--- config.mk ---
export PLATFORM = sky130hd
export DESIGN_NAME = ibex_sram_arbiter
export DESIGN_NICKNAME = d
export VERILOG_FILES = /design/src/rtl/ibex_sram_arb_pkg.sv /design/src/rtl/ibex_sram_arb_rr.sv /design/src/rtl/ibex_sram_arbiter.sv
export SDC_FILE = /design/constraint.sdc
export NUM_CORES = 1
export LEC_CHECK = 0
export CAP_MARGIN = 20
export CORE_AREA = 8 8 93 95
export DETAILED_ROUTE_END_ITERATION = 10
export DIE_AREA = 0 0 101 103
export GPL_ROUTABILITY_DRIVEN = 1
export PLACE_DENSITY = 0.84
export RECOVER_POWER = 100
export SYNTH_ARGS = -nofsm -noshare
export SYNTH_HDL_FRONTEND = slang
export SYNTH_SLANG_ARGS = --single-unit
--- constraint.sdc ---
create_clock -name clk_i -period 3.5 [get_ports clk_i]
set_clock_uncertainty 0.2 [all_clocks]
set_input_delay 0.7 -clock clk_i [delete_from_list [all_inputs] [get_ports clk_i]]
set_output_delay 0.7 -clock clk_i [all_outputs]
set_load 0.1 [all_outputs]
--- src/rtl/ibex_sram_arb_pkg.sv ---
// Shared types and helpers for the Ibex instr/data single-port SRAM arbiter.
// Port encoding doubles as the round-robin "last granted" state.
package ibex_sram_arb_pkg;

  typedef enum logic {
    ArbInstr = 1'b0,
    ArbData  = 1'b1
  } arb_port_e;

  typedef struct packed {
    logic      valid;
    arb_port_e port;
    logic      err;
  } resp_t;

  // 33/34-bit compare so a Depth*4 of 2^32 cannot overflow the limit.
  function automatic logic in_range(input logic [31:0] addr,
                                    input logic [31:0] base,
                                    input int unsigned depth);
    logic [31:0] off;
    logic [33:0] lim;
    off = addr - base;
    lim = {2'b00, depth} << 2;
    return ({2'b00, off} < lim);
  endfunction

endpackage

--- src/rtl/ibex_sram_arb_rr.sv ---
// Two-way picker: single requester always wins; on conflict either data wins (enable=0)
// or the port not granted last wins (enable=1). Combinational grant, no backpressure.
module ibex_sram_arb_rr
  import ibex_sram_arb_pkg::*;
(
  input  logic       clk,
  input  logic       rst_n,
  input  logic [1:0] req,
  input  logic       enable,
  output logic [1:0] gnt_o,
  output arb_port_e  last_q
);

  always_comb begin
    gnt_o = req;
    if (req == 2'b11) begin
      if (!enable || (last_q == ArbInstr)) begin
        gnt_o = 2'b10;
      end else begin
        gnt_o = 2'b01;
      end
    end
  end

  // Reset to ArbData so the first contended round goes to instr.
  always_ff @(posedge clk or negedge rst_n) begin
    if (!rst_n) begin
      last_q <= ArbData;
    end else if (|gnt_o) begin
      last_q <= gnt_o[1] ? ArbData : ArbInstr;
    end
  end

endmodule

--- src/rtl/ibex_sram_arbiter.sv ---
// Shares a 1-cycle-latency single-port SRAM between Ibex instr/data ports; grant same cycle, rvalid +1 cycle, never stalls.
// Optional per-port stall counters under SRAM_ARB_STALL_CNT_EN.
module ibex_sram_arbiter
  import ibex_sram_arb_pkg::*;
#(
  parameter int unsigned Depth        = 8192,
  parameter logic [31:0] BaseAddr     = 32'h0010_0000,
  parameter bit          DataPriority = 1'b0,
  localparam int         AW           = $clog2(Depth)
) (
  input  logic          clk_i,
  input  logic          rst_ni,

  input  logic          instr_req_i,
  input  logic [31:0]   instr_addr_i,
  output logic          instr_gnt_o,
  output logic          instr_rvalid_o,
  output logic [31:0]   instr_rdata_o,
  output logic          instr_err_o,

  input  logic          data_req_i,
  input  logic          data_we_i,
  input  logic [3:0]    data_be_i,
  input  logic [31:0]   data_addr_i,
  input  logic [31:0]   data_wdata_i,
  output logic          data_gnt_o,
  output logic          data_rvalid_o,
  output logic [31:0]   data_rdata_o,
  output logic          data_err_o,

  output logic          ram_req_o,
  output logic          ram_we_o,
  output logic [3:0]    ram_be_o,
  output logic [AW-1:0] ram_addr_o,
  output logic [31:0]   ram_wdata_o,
  input  logic          ram_rvalid_i,
  input  logic [31:0]   ram_rdata_i
`ifdef SRAM_ARB_STALL_CNT_EN
 ,output logic [31:0]   instr_stall_cnt_o,
  output logic [31:0]   data_stall_cnt_o
`endif
);

  logic [1:0]  req;
  logic [1:0]  gnt;
  arb_port_e   rr_last_q;
  logic        sel_data;
  logic        any_gnt;
  logic [31:0] sel_addr;
  logic [31:0] off;
  logic        addr_ok;
  resp_t       resp_q;
  logic        wr_q;
  logic        rd_ok;
  logic [31:0] rdata_mux;

  // Requests are masked while in reset so every output sits at 0.
  assign req = {data_req_i, instr_req_i} & {2{rst_ni}};

  ibex_sram_arb_rr u_rr (
    .clk    (clk_i),
    .rst_n  (rst_ni),
    .req    (req),
    .enable (DataPriority == 1'b0),
    .gnt_o  (gnt),
    .last_q (rr_last_q)
  );

  assign instr_gnt_o = gnt[0];
  assign data_gnt_o  = gnt[1];
  assign sel_data    = gnt[1];
  assign any_gnt     = |gnt;

  assign sel_addr = sel_data ? data_addr_i : instr_addr_i;
  assign off      = sel_addr - BaseAddr;
  assign addr_ok  = in_range(sel_addr, BaseAddr, Depth);

  assign ram_req_o   = any_gnt && addr_ok;
  assign ram_we_o    = ram_req_o && sel_data && data_we_i;
  assign ram_be_o    = ram_req_o ? (sel_data ? data_be_i : 4'hF) : 4'h0;
  assign ram_addr_o  = ram_req_o ? AW'(off >> 2) : '0;
  assign ram_wdata_o = (ram_req_o && sel_data) ? data_wdata_i : 32'h0;

  always_ff @(posedge clk_i or negedge rst_ni) begin
    if (!rst_ni) begin
      resp_q <= '0;
      wr_q   <= 1'b0;
    end else begin
      resp_q.valid <= any_gnt;
      resp_q.port  <= sel_data ? ArbData : ArbInstr;
      resp_q.err   <= !addr_ok;
      wr_q         <= sel_data && data_we_i;
    end
  end

  // Write responses and errors carry zero data; ram_rvalid_i is only checked, never used.
  assign rd_ok     = resp_q.valid && !resp_q.err && !wr_q;
  assign rdata_mux = rd_ok ? ram_rdata_i : 32'h0;

  assign instr_rvalid_o = resp_q.valid && (resp_q.port == ArbInstr);
  assign instr_err_o    = instr_rvalid_o && resp_q.err;
  assign instr_rdata_o  = instr_rvalid_o ? rdata_mux : 32'h0;

  assign data_rvalid_o  = resp_q.valid && (resp_q.port == ArbData);
  assign data_err_o     = data_rvalid_o && resp_q.err;
  assign data_rdata_o   = data_rvalid_o ? rdata_mux : 32'h0;

`ifdef SRAM_ARB_STALL_CNT_EN
  always_ff @(posedge clk_i or negedge rst_ni) begin
    if (!rst_ni) begin
      instr_stall_cnt_o <= 32'h0;
      data_stall_cnt_o  <= 32'h0;
    end else begin
      if (instr_req_i && !gnt[0] && (instr_stall_cnt_o != 32'hFFFF_FFFF)) begin
        instr_stall_cnt_o <= instr_stall_cnt_o + 32'd1;
      end
      if (data_req_i && !gnt[1] && (data_stall_cnt_o != 32'hFFFF_FFFF)) begin
        data_stall_cnt_o <= data_stall_cnt_o + 32'd1;
      end
    end
  end
`endif

  sram_rvalid_match: assert property (@(posedge clk_i) disable iff (!rst_ni)
    ram_rvalid_i == (resp_q.valid && !resp_q.err));

  rr_alternates: assert property (@(posedge clk_i) disable iff (!rst_ni)
    ((req == 2'b11) && (DataPriority == 1'b0)) |-> (gnt[1] == (rr_last_q == ArbInstr)));

endmodule

* Word level (Yosys, flattened, before mapping)
Index checks and enable logic that the tools add are counted.
** Storage, ports and cells
- Register bits :: 5
- Output and inout port bits :: 121
** Cells by class
- Bitwise logic cells :: 2
- Eq/ne operators :: 1
- Mux-type cells :: 11
- $add $sub $neg :: 1
- $lt $le $gt $ge :: 1
- Reductions and logical operators :: 14
** Operator list (count)
- 32-bit two-way mux :: 5
- 32-bit by 16-bit < comparator with 1-bit output, second input constant :: 1
- 32-bit by 21-bit subtractor with 32-bit output, second input constant :: 1
- 13-bit two-way mux :: 1
- 1-bit logical AND :: 10
- 4-bit two-way mux :: 2
- 2-bit two-way mux :: 2
- 1-bit logical NOT :: 3
- 2-bit bitwise AND :: 1
- 2-bit equality test, second input constant :: 1
- 2-bit OR reduction :: 1
- 1-bit two-way mux :: 1
- 1-bit NOT :: 1

* Depth between registers and ports, before layout
- Word-level depth :: 9
- Gate-level depth with buffers :: 7
- Gate-level depth less buffers :: 5

* By module
A second synthesis with hierarchy kept.
** Unflattened totals
- Cells, all modules :: 200
- Area, all modules :: 1759.2 µm²
** By module, submodules not included
- ibex_sram_arbiter :: instances 1, area each 1701.6 µm², cells an instance 194
- ibex_sram_arb_rr :: instances 1, area each 57.6 µm², cells an instance 6

* Worst setup path after synthesis
OpenSTA, ideal clock, no wires.
- Path type :: input to output
- From :: input data_addr_i[18]
- To :: output ram_be_o[1]
- Arrival time :: 4674 ps
- Required time :: 2600 ps
- Path slack :: -2074 ps
- Cell stages on the path :: 4
- Cell sequence :: or4_4 o31a_1 buf_4 nor4_1
** On the way
- Longest elaborated chain between the ends :: 5
** RTL lines
- start, declared :: RTL line ibex_sram_arbiter.sv:24 : input logic [31:0] data_addr_i,
- 32-bit two-way mux :: RTL line ibex_sram_arbiter.sv:74 : assign sel_addr = sel_data ? data_addr_i : instr_addr_i;
- 32-bit by 21-bit subtractor with 32-bit output :: RTL line ibex_sram_arb_pkg.sv:22 : off = addr - base;
- 32-bit by 16-bit < comparator with 1-bit output :: RTL line ibex_sram_arb_pkg.sv:24 : return ({2'b00, off} < lim);
- 1-bit logical AND :: RTL line ibex_sram_arbiter.sv:78 : assign ram_req_o = any_gnt && addr_ok;
- 4-bit two-way mux :: RTL line ibex_sram_arbiter.sv:80 : assign ram_be_o = ram_req_o ? (sel_data ? data_be_i : 4'hF) : 4'h0;
- end, declared :: RTL line ibex_sram_arbiter.sv:33 : output logic [3:0] ram_be_o,
No other way between the ends.

* Worst setup path in the final report
- From :: input data_addr_i[16]
- To :: output ram_be_o[3]
The elaborated chain is that of the path after synthesis.

==> reports/results.tsv <==
stage	metric	value	unit
clock_tree	CTS buffer count	3	
timing	Worst-Margin Slew	1.228	ns
logic_synthesis	Area contributors post-synth	and2_1 43%, a2111oi_2 12%, nand2_1 7.9%, dfrtp_1 7.0%, a2111oi_4 3.8%	
detailed_routing	WL per Instance	19.20	microns
die	I/O pin cnt	259	
timing	setup tns final	0	ns
logic_synthesis	Seq cells post-synth	5	
placed_design	worst slack at placement	-0.2488	ns
placed_design	routability cong.	0.7857	
global_routing	vias in the first global route	2990	
detailed_routing	final wirelength	10900	microns
detailed_routing	top routing layer used	met4	
logic_synthesis	Avg Inst Size Synth	7.080	sq um
detailed_routing	DR vias/cell	4.519	
logic_synthesis	Synth Flop Type	dfrtp_1	
layout	design area	4528	sq um
die	width of the die	101	microns
worst_setup_path	required time of the critical path	2.60	ns
worst_setup_path	worst-path fanout max	6	
logic_synthesis	synth warn	0	
clock_tree	Clock Tree Root	clkbuf_8	
detailed_routing	met2 routed WL	5824	microns
detailed_routing	DR iter-0 viols	59	
run	MaxCap Viol Count	0	
worst_hold_path	HP Class	flop to flop	
die	Initial Util	0.2004	
worst_setup_path	nature of the critical path endpoint	output port	
clock_tree	CTS Hold Bufs	0	
logic_synthesis	post-synth cell types	29	
timing	Final Cycle Share	0.9848	
layout	share of cells above drive strength 1	0.3889	
clock_tree	CTS tree	built	
layout	Fill cells	642	
global_routing	Total GRT Usage	0.2023	
logic_synthesis	most common cell in the netlist	and2_1	
timing	Rel. slew slack	0.1848	
timing	unrepaired setup endpoints after global routing	false	
global_routing	GRT overflow	0	
logic_synthesis	Post-Synthesis Cells	202	
detailed_routing	met1 WL	3429	microns
logic_synthesis	fraction of registers with async set/reset	1.000	
pwr	Pwr Density	98.84	nW/um^2
clock_tree	TritonCTS Sinks	5	
pwr	Power Total	0.4476	mW
run_status	status	finished clean	
timing	Max Fclk	290.1	MHz
logic_synthesis	Mapped Area	1430	sq um
clock_tree	worst skew pair latency	0.23	ns
clock_tree	H-tree levels	1	
detailed_routing	drt first pass iters	4	
placed_design	detailed placement HPWL	9345	microns
logic_synthesis	Synth top area share	0.4331	
worst_setup_path	CP arrival	2.55	ns
clock_tree	Reg clk slew, reported paths	0.04	ns
logic_synthesis	post-synthesis sequential area ratio	0.08836	
timing	max-slew violation count	0	
logic_synthesis	Post-synth EDFFs	0	
logic_synthesis	synth cell count leaders	99 x and2_1, 30 x nand2_1, 11 x a2111oi_2, 11 x clkbuf_1	
detailed_routing	drt drc	0	
layout	fin cells	568	
die	# rows	31	
placed_design	placed cells	556	
logic_synthesis	Synth area leader	and2_1	
layout	layout net count	607	
die	Die H	103	microns
timing	fin crit period	3.447	ns
clock_tree	clk buf depth	2	
timing	fin worst setup slack	0.05314	ns
die	core area	7137	sq um
global_routing	largest net degree at the start of global routing	33	
placed_design	Placement Cell Area	4777	sq um
timing	final setup fails	0	
global_routing	initial antenna violation count	1	
layout	Syn-to-layout area delta	216.6	%
global_routing	first-pass GRT wire length	16130	microns
worst_setup_path	Worst Path Class, Setup	input pin to output port	
logic_synthesis	Syn Nets	340	
timing	hold_ws	0.3528	ns
layout	utilization after layout	0.6345	
die	Die ar.	10400	sq um
pwr	Pleak	2.037	nW
worst_setup_path	Critical Path Source Type	input pin	
timing	Fin. Hold Viols	0	
detailed_routing	met3 routed WL	1376	microns
detailed_routing	DR vias	2567	
pwr	Worst VDD drop	0.00008617	V
placed_design	Port Buf Inserts	253	
detailed_routing	remaining antenna violation count	0	
==> critical path, cell delays in order <==
cell           delay [ns]
dlygate4sd2_1        0.25
or4_4                0.50
o31a_4               0.33
buf_4                0.21
nor4_4               0.34
buf_12               0.22
==> area by class of cell <==
| cell class | instances | area (sq um) | area share |
|---|---|---|---|
| diodes | 1 | 2.502 | 0.0005526 |
| clock buffers | 4 | 45.04 | 0.009948 |
| inverters | 4 | 15.01 | 0.003316 |
| multi-input cells | 176 | 1480 | 0.3269 |
| flip-flops and latches | 5 | 126.4 | 0.02791 |
| well taps | 99 | 123.9 | 0.02736 |
| repair buffers | 279 | 2735 | 0.6040 |
==> logic make-up (layout without fill, tap and decap cells) <==
| kind of cell | Yosys count | after routing | share of synthesized area |
|---|---|---|---|
| flip-flops | 5 | 5 | 0.08837 |
| multiplexers | 1 | 1 | 0.01050 |
| AO/OA/AOI/OAI | 18 | 18 | 0.1793 |
| other | 0 | 1 | 0 |
| AND/OR/NAND/NOR | 157 | 157 | 0.6466 |
| buffers and inverters | 21 | 287 | 0.07524 |
==> cell usage in the layout, fill, tap and decap left out, types with 2 or more instances in the layout <==
cell type	netlist	final
nor2_1	6	6
and2_1	99	94
buf_8	0	2
buf_12	0	26
nor3b_2	0	2
buf_16	0	2
dfrtp_1	4	4
nor3_1	3	2
clkbuf_2	0	33
o21ai_0	1	2
a2111oi_4	2	13
nand2_1	30	28
inv_1	4	3
buf_6	3	29
and2_0	0	4
clkbuf_8	0	3
nor4_2	4	4
clkdlybuf4s15_1	0	2
clkbuf_1	11	8
buf_4	1	17
dlymetal6s2s_1	0	8
clkdlybuf4s50_1	0	112
dlygate4sd2_1	0	10
nor4_4	0	6
nand2_2	0	2
buf_2	2	31
==> per-layer routing <==
layer	vias up	global-route usage
li1	1204	-
met5	-	0
met2	175	0.4019
met1	1166	0.1729
met3	22	0.09993
met4	0	0.05842
==> registers in the layout, summed over array words and instances (netlist names) <==
signal       flops
wr_q             1
resp_q           3
u_rr.last_q      1
==> timing repair <==
action                                  CTS  global route
resized for setup                        25            15
endpoints found under the setup margin   51            20
hold endpoints to repair                  0             0
setup buffers                             3             1
pin swaps                                26            20
cloned                                    3             0
==> path summary, 6_finish.rpt <==
path                                    startpoint                       to  slack, ns  cells after the start
setup / recovery                   data_addr_i[16]              ram_be_o[3]       0.05                      6
hold reg to reg            u_rr.last_q$_DFFE_PN1P_  u_rr.last_q$_DFFE_PN1P_       0.35                      2
min in group asynchronous                   rst_ni      resp_q[2]$_DFF_PN0_       0.40                      2
max in group asynchronous                   rst_ni  u_rr.last_q$_DFFE_PN1P_       2.39                      2
setup reg to reg           u_rr.last_q$_DFFE_PN1P_      resp_q[0]$_DFF_PN0_       1.52                      5
hold / removal             u_rr.last_q$_DFFE_PN1P_  u_rr.last_q$_DFFE_PN1P_       0.35                      2
==> power breakdown <==
part	leakage, nW	switching, mW	internal (mW)	total [mW]
clock network	0.0228	0.0326	0.0786	0.111
registers	0.0582	0.00265	0.0627	0.0654
logic	1.96	0.113	0.158	0.271
total	2.04	0.148	0.299	0.448
(Power assumes the default switching activity.)
